[src/rtl/hex_pattern_decoder.sv]
// hex_pattern_decoder
//   Recovers the hex nibble shown on each of NUM_DIGITS active-low 7-segment
//   digits. The flow for one transaction is:
//     1. snapshot the inputs on start;
//     2. decode one digit per cycle into shadow registers;
//     3. require STABLE_CYCLES consecutive matches of the live input against
//        the snapshot, re-snapshotting up to MAX_RETRIES times on a mismatch;
//     4. present the result with a valid/ready handshake.
//
// Ports
//   clk        system clock, rising edge
//   reset_n    asynchronous active-low reset
//   hex_in     NUM_DIGITS*7 segment patterns, digit i at [7i+6:7i], bit0 = seg a
//   start      request a decode (sampled in IDLE only)
//   busy       high whenever not IDLE
//   out_valid  result available (PRESENT)
//   out_ready  consumer accepts the result
//   value_out  decoded nibbles, digit i at [4i+3:4i]
//   digit_err  per-digit illegal-pattern flag
//   unstable   result given up after MAX_RETRIES mismatches
module hex_pattern_decoder #(
  parameter int NUM_DIGITS    = 6,
  parameter int STABLE_CYCLES = 4,
  parameter int MAX_RETRIES   = 3
) (
  input  logic                    clk,
  input  logic                    reset_n,
  input  logic [NUM_DIGITS*7-1:0] hex_in,
  input  logic                    start,
  output logic                    busy,
  output logic                    out_valid,
  input  logic                    out_ready,
  output logic [NUM_DIGITS*4-1:0] value_out,
  output logic [NUM_DIGITS-1:0]   digit_err,
  output logic                    unstable
);

  localparam int IW = (NUM_DIGITS > 1)    ? $clog2(NUM_DIGITS)      : 1;
  localparam int SW = (STABLE_CYCLES > 1) ? $clog2(STABLE_CYCLES)   : 1;
  localparam int RW = (MAX_RETRIES > 0)   ? $clog2(MAX_RETRIES + 1) : 1;

  localparam logic [IW-1:0] LAST_IDX = IW'(NUM_DIGITS - 1);
  localparam logic [SW-1:0] LAST_STB = SW'(STABLE_CYCLES - 1);
  localparam logic [RW-1:0] RET_MAX  = RW'(MAX_RETRIES);

  typedef enum logic [1:0] {IDLE, SCAN, VERIFY, PRESENT} state_t;

  state_t                         state_q, state_d;
  logic [NUM_DIGITS-1:0][6:0]     snap_q;
  logic [NUM_DIGITS-1:0][3:0]     shv_q;
  logic [NUM_DIGITS-1:0]          she_q;
  logic [NUM_DIGITS-1:0][3:0]     val_q;
  logic [NUM_DIGITS-1:0]          err_q;
  logic                           unst_q;
  logic [IW-1:0]                  idx_q;
  logic [SW-1:0]                  stb_q;
  logic [RW-1:0]                  ret_q;

  logic                           match;
  logic [6:0]                     cur_seg;
  logic [4:0]                     dec;       // {err, nibble}

  // Pattern -> {err, nibble}; anything not in the table (blank included)
  // decodes to 0 with err set.
  function automatic logic [4:0] seg_decode(input logic [6:0] s);
    case (s)
      7'h40: seg_decode = 5'h00;
      7'h79: seg_decode = 5'h01;
      7'h24: seg_decode = 5'h02;
      7'h30: seg_decode = 5'h03;
      7'h19: seg_decode = 5'h04;
      7'h12: seg_decode = 5'h05;
      7'h02: seg_decode = 5'h06;
      7'h78: seg_decode = 5'h07;
      7'h00: seg_decode = 5'h08;
      7'h10: seg_decode = 5'h09;
      7'h08: seg_decode = 5'h0A;
      7'h03: seg_decode = 5'h0B;
      7'h46: seg_decode = 5'h0C;
      7'h21: seg_decode = 5'h0D;
      7'h06: seg_decode = 5'h0E;
      7'h0E: seg_decode = 5'h0F;
      default: seg_decode = 5'h10;
    endcase
  endfunction

  assign match   = (hex_in == snap_q);
  assign cur_seg = snap_q[idx_q];
  assign dec     = seg_decode(cur_seg);

  assign busy      = (state_q != IDLE);
  assign out_valid = (state_q == PRESENT);
  assign value_out = val_q;
  assign digit_err = err_q;
  assign unstable  = unst_q;

  always_ff @(posedge clk or negedge reset_n) begin
    if (!reset_n) state_q <= IDLE;
    else          state_q <= state_d;
  end

  always_comb begin
    state_d = state_q;
    case (state_q)
      IDLE:    if (start) state_d = SCAN;
      SCAN:    if (idx_q == LAST_IDX) state_d = VERIFY;
      VERIFY: begin
        if (match) begin
          if (stb_q == LAST_STB) state_d = PRESENT;
        end else if (ret_q < RET_MAX) begin
          state_d = SCAN;
        end else begin
          state_d = PRESENT;
        end
      end
      PRESENT: if (out_ready) state_d = IDLE;
      default: state_d = IDLE;
    endcase
  end

  always_ff @(posedge clk or negedge reset_n) begin
    if (!reset_n) begin
      snap_q <= '0;
      shv_q  <= '0;
      she_q  <= '0;
      val_q  <= '0;
      err_q  <= '0;
      unst_q <= 1'b0;
      idx_q  <= '0;
      stb_q  <= '0;
      ret_q  <= '0;
    end else begin
      case (state_q)
        IDLE: begin
          if (start) begin
            snap_q <= hex_in;
            idx_q  <= '0;
            ret_q  <= '0;
          end
        end
        SCAN: begin
          shv_q[idx_q] <= dec[3:0];
          she_q[idx_q] <= dec[4];
          idx_q        <= idx_q + 1'b1;
          if (idx_q == LAST_IDX) stb_q <= '0;
        end
        VERIFY: begin
          if (match) begin
            if (stb_q == LAST_STB) begin
              val_q  <= shv_q;
              err_q  <= she_q;
              unst_q <= 1'b0;
            end else begin
              stb_q <= stb_q + 1'b1;
            end
          end else if (ret_q < RET_MAX) begin
            // Input moved under us: restart the decode on the new value.
            snap_q <= hex_in;
            ret_q  <= ret_q + 1'b1;
            idx_q  <= '0;
            stb_q  <= '0;
          end else begin
            // Out of retries: hand over the last decode, flagged.
            val_q  <= shv_q;
            err_q  <= she_q;
            unst_q <= 1'b1;
          end
        end
        default: ;
      endcase
    end
  end

endmodule

[config.mk]
export PLATFORM = sky130hd
export DESIGN_NAME = hex_pattern_decoder
export DESIGN_NICKNAME = d
export VERILOG_FILES = /design/src/rtl/hex_pattern_decoder.sv
export SDC_FILE = /design/constraint.sdc
export NUM_CORES = 1
export LEC_CHECK = 0
export CORE_ASPECT_RATIO = 0.5
export CORE_MARGIN = 2
export CORE_UTILIZATION = 40
export CTS_CLUSTER_DIAMETER = 100
export CTS_CLUSTER_SIZE = 14
export DETAILED_ROUTE_END_ITERATION = 10
export PLACE_DENSITY_LB_ADDON = 0.1
export SYNTH_ARGS = -nofsm -noshare
export SYNTH_HDL_FRONTEND = slang
export SYNTH_SLANG_ARGS = --single-unit
[constraint.sdc]
create_clock -name clk -period 3.21 [get_ports clk]
set_clock_uncertainty 0.1 [all_clocks]
set_input_delay 0.963 -clock clk [delete_from_list [all_inputs] [get_ports clk]]
set_output_delay 0.963 -clock clk [all_outputs]
set_load 0.05 [all_outputs]
==> run summary <==
outcome = finished clean
Pint = 4102 uW
Worst Path Required = 3.35 ns
Placer Congestion = 0.7883
mux share of post-synthesis cell area = 23.87%
commonest non-fill, non-tap cells in the layout = dfrtp_1 (112), mux2_2 (92), clkdlybuf4s50_1 (75)
cts bufs inserted = 9
Setup TNS = 0 ns
Largest delay share family, worst path = simple AND/OR/NAND/NOR gates
Longest Clk Path Bufs = 2
First DRT Iteration DRCs = 234
Startpoint Class = input port
reg2reg start = idx_q[0]
# H-tree levels = 3
peak supply drop = 379.7 uV
simple-gate area share of the yosys netlist = 9.077%
Reg power frac = 33.4%
IO Count = 79
reg2reg end = she_q[1]
Leak Pwr = 0.003107 uW
Worst Tran Pin Value = 0.6294 ns
Mapped Area = 5624 sq um
Compound-Gate Fraction of Synth Area = 6.296%
CP Capture Type = flop
Final HPWL DP = 8755 um
headroom to the max-slew limit = 57.88%
Post-Synth XOR/XNOR Area = 7.164%
antenna violations before repair = 0
Starting Density = 41.28%
diode count = 0
Comb power frac = 49.7%
metal2 WL = 5197 um
Metal-1 WL = 6409 um
buffers and inverters on the worst path = 3
drt pass-1 iters = 5
leading area contributor after synthesis = dfrtp_1
WP data arrival = 3.26 ns
Synth Register Bits = 112
Avg Vias per Cell = 5.126
Final ANT Viol Nets = 0
largest family of logic cells by synthesized area = multiplexers
gr ovfl total = 0
crit-path max cell delay = 0.44 ns
commonest non-fill, non-tap cell in the layout = dfrtp_1
cell area power density = 975.2 nW/um^2
clk_lat worst skew = 0.35 ns
syn nets = 503
Syn. warnings = 0
routed wl met3 = 510 um
share of cells above drive strength 1 = 27.61%
Finished Layout Cells = 739
Area Growth Syn to Fin = 25.92%
Mean Syn Cell Area = 12.42 sq um
fin util = 51.97%
pin count of the biggest net entering global routing = 46
Final Hold Fails = 0
Adder-Cell Fraction of Synth Area = 0.8899%
part of the cycle the worst path needs = 97.31%
most used flip-flop cell after synthesis = dfrtp_1
nets = 592
clock network fraction of total power = 16.9%
Pins Over Slew Limit = 0
Worst path slowest cell = clkdlybuf4s50_1
global-route usage over all layers = 17.46%
NetSw = 2805 uW
sequential fraction of the synthesis area = 49.83%
Async S/R FF share, synth = 100.0%
vias = 3,788
first-pass GRT wire length = 19,980 um
r2r setup slk = 0.39 ns
Remaining DRCs = 0
Crit Path Category = in -> reg
die extent in y = 87.85 um
Setup-failing EPs final = 0
Die Footprint = 15,080 sq um
core region area = 13,630 sq um
number of global-route vias before repair = 3,622
worst-path maximum fanout = 30
main area contributors after synthesis = dfrtp_1 (50%), mux2_2 (18%), xor2_1 (6.5%), mux2_1 (2.6%), mux2i_1 (2.3%)
Clock Root Buffer = clkbuf_16
Post-synth EDFFs = 0
Mapped Cells = 453
Site Rows = 30
Routed WL = 12,210 um
Placed Cells = 723
CTS tree = built
Hold Path Stages = 1
sw frac = 40.61%
crit path time final = 3.124 ns
Worst Min Path Start = shv_q[22]
WHS = 0.3862 ns
# port buffers = 78
DR WL/cell = 16.53 um
top layer in use = met4
RSZ-0062 raised after global routing = false
synth unique cells = 55
# Max-Cap Violations = 0
CTS Sinks = 112
top cell type's share of synthesized area = 49.83%
Worst-path clk slew = 0.08 ns
Peak Freq = 0.3201 GHz
Worst Reg-to-Reg Cells = 9
Min-Delay Path Class = reg -> reg
critical path cell sequence = clkdlybuf4s50_1 -> xor2_1 -> nor4_1 -> buf_4 -> nand4_1 -> nor3_4 -> mux2i_1 -> nor2_2 -> buf_12 -> mux2_2
die width = 171.7 um
Worst Hold Endpoint = shv_q[22]
synth_stat cells, types with 2 or more instances:
cell         n
nand3_1      9
nor3_1       3
o32ai_1      3
xor2_1      42
o41ai_1      2
nor4_1      11
dfrtp_1    112
buf_6        3
a222oi_1     3
o21ai_2      2
and3_1       2
nand4_1      4
clkbuf_1     6
buf_2        6
o211ai_2     4
nor2_1      26
a22o_1       2
a21oi_1      3
inv_1       10
mux2i_1     13
mux2_2      92
mux2_4       2
o21ai_0      8
buf_4        5
xnor2_1      4
nor2b_1      2
or3_1        2
ha_1         4
mux2_1      13
nand2_1     29
o2111ai_1    2
worst max path at each step:
| stage | start | end | slack (ns) | cells past startpoint |
|---|---|---|---|---|
| 4_1_cts | hex_in[40] | value_out[7] | 0.01 | 9 |
| 2_1_floorplan | hex_in[23] | digit_err[1] | 0.30 | 8 |
| 3_3_place_gp | hex_in[25] | stb_q[0] | -0.45 | 9 |
| 6_report | hex_in[6] | digit_err[5] | 0.09 | 10 |
| 5_1_grt | hex_in[6] | digit_err[4] | 0.007 | 10 |
| 3_5_place_dp | hex_in[25] | stb_q[1] | -0.45 | 9 |
cell type report:
class,instances,area [sq um]
Clock inverter,6,88.84
Tap cell,192,240.2
Fill cell,1249,6544
Multi-Input combinational cell,311,2704
Timing Repair Buffer,98,979.7
Sequential cell,112,2803
Clock buffer,10,229.0
Inverter,10,37.54
sequential cells by signal (all words and copies together) (netlist names):
signal	count
digit_err	6
idx_q	3
ret_q	2
she_q	6
shv_q	24
snap_q	42
state_q	2
stb_q	2
unstable	1
value_out	24
per-layer routing:
layer	GRT usage (%)	up-vias
met3	3.615	8
met2	25.19	83
met5	0	-
li1	-	1809
met1	26.85	1888
met4	3.698	0
power by group through the flow:
stage,Combinational [uW],Clock (uW),Sequential [uW]
finish,3430,1170,2310
global route,3800,1260,2390
CTS,3440,1200,2310
detailed placement,3410,0,2340
global placement,3390,0,2320
floorplan,2420,0,2360
cell families (layout without fill, tap and decap cells):
| logic type | count (synthesis) | after routing |
|---|---|---|
| compound gates | 41 | 41 |
| xor+xnor | 46 | 46 |
| fa+ha+maj | 4 | 4 |
| buf+inv | 30 | 124 |
| flops | 112 | 112 |
| mux | 120 | 120 |
| simple gates | 100 | 100 |
metrics by stage:
step           total power, uW  setup WS [ns]  area, sq um
6_report                  6906        0.08641         7082
5_1_grt                   7441       0.006882         7082
4_1_cts                   6951        0.01075         7061
3_5_place_dp              5746        -0.4505         6733
3_3_place_gp              5715        -0.4461         6733
2_1_floorplan             4773         0.3041         5624
timing repair:
item,4_1_cts,5_1_grt
gates resized for setup,3,4
hold buffers,0,0
setup buffers,0,0
pin swaps,0,0
setup endpoints to repair,17,46
Note: power is estimated with default switching activity, not from simulation.
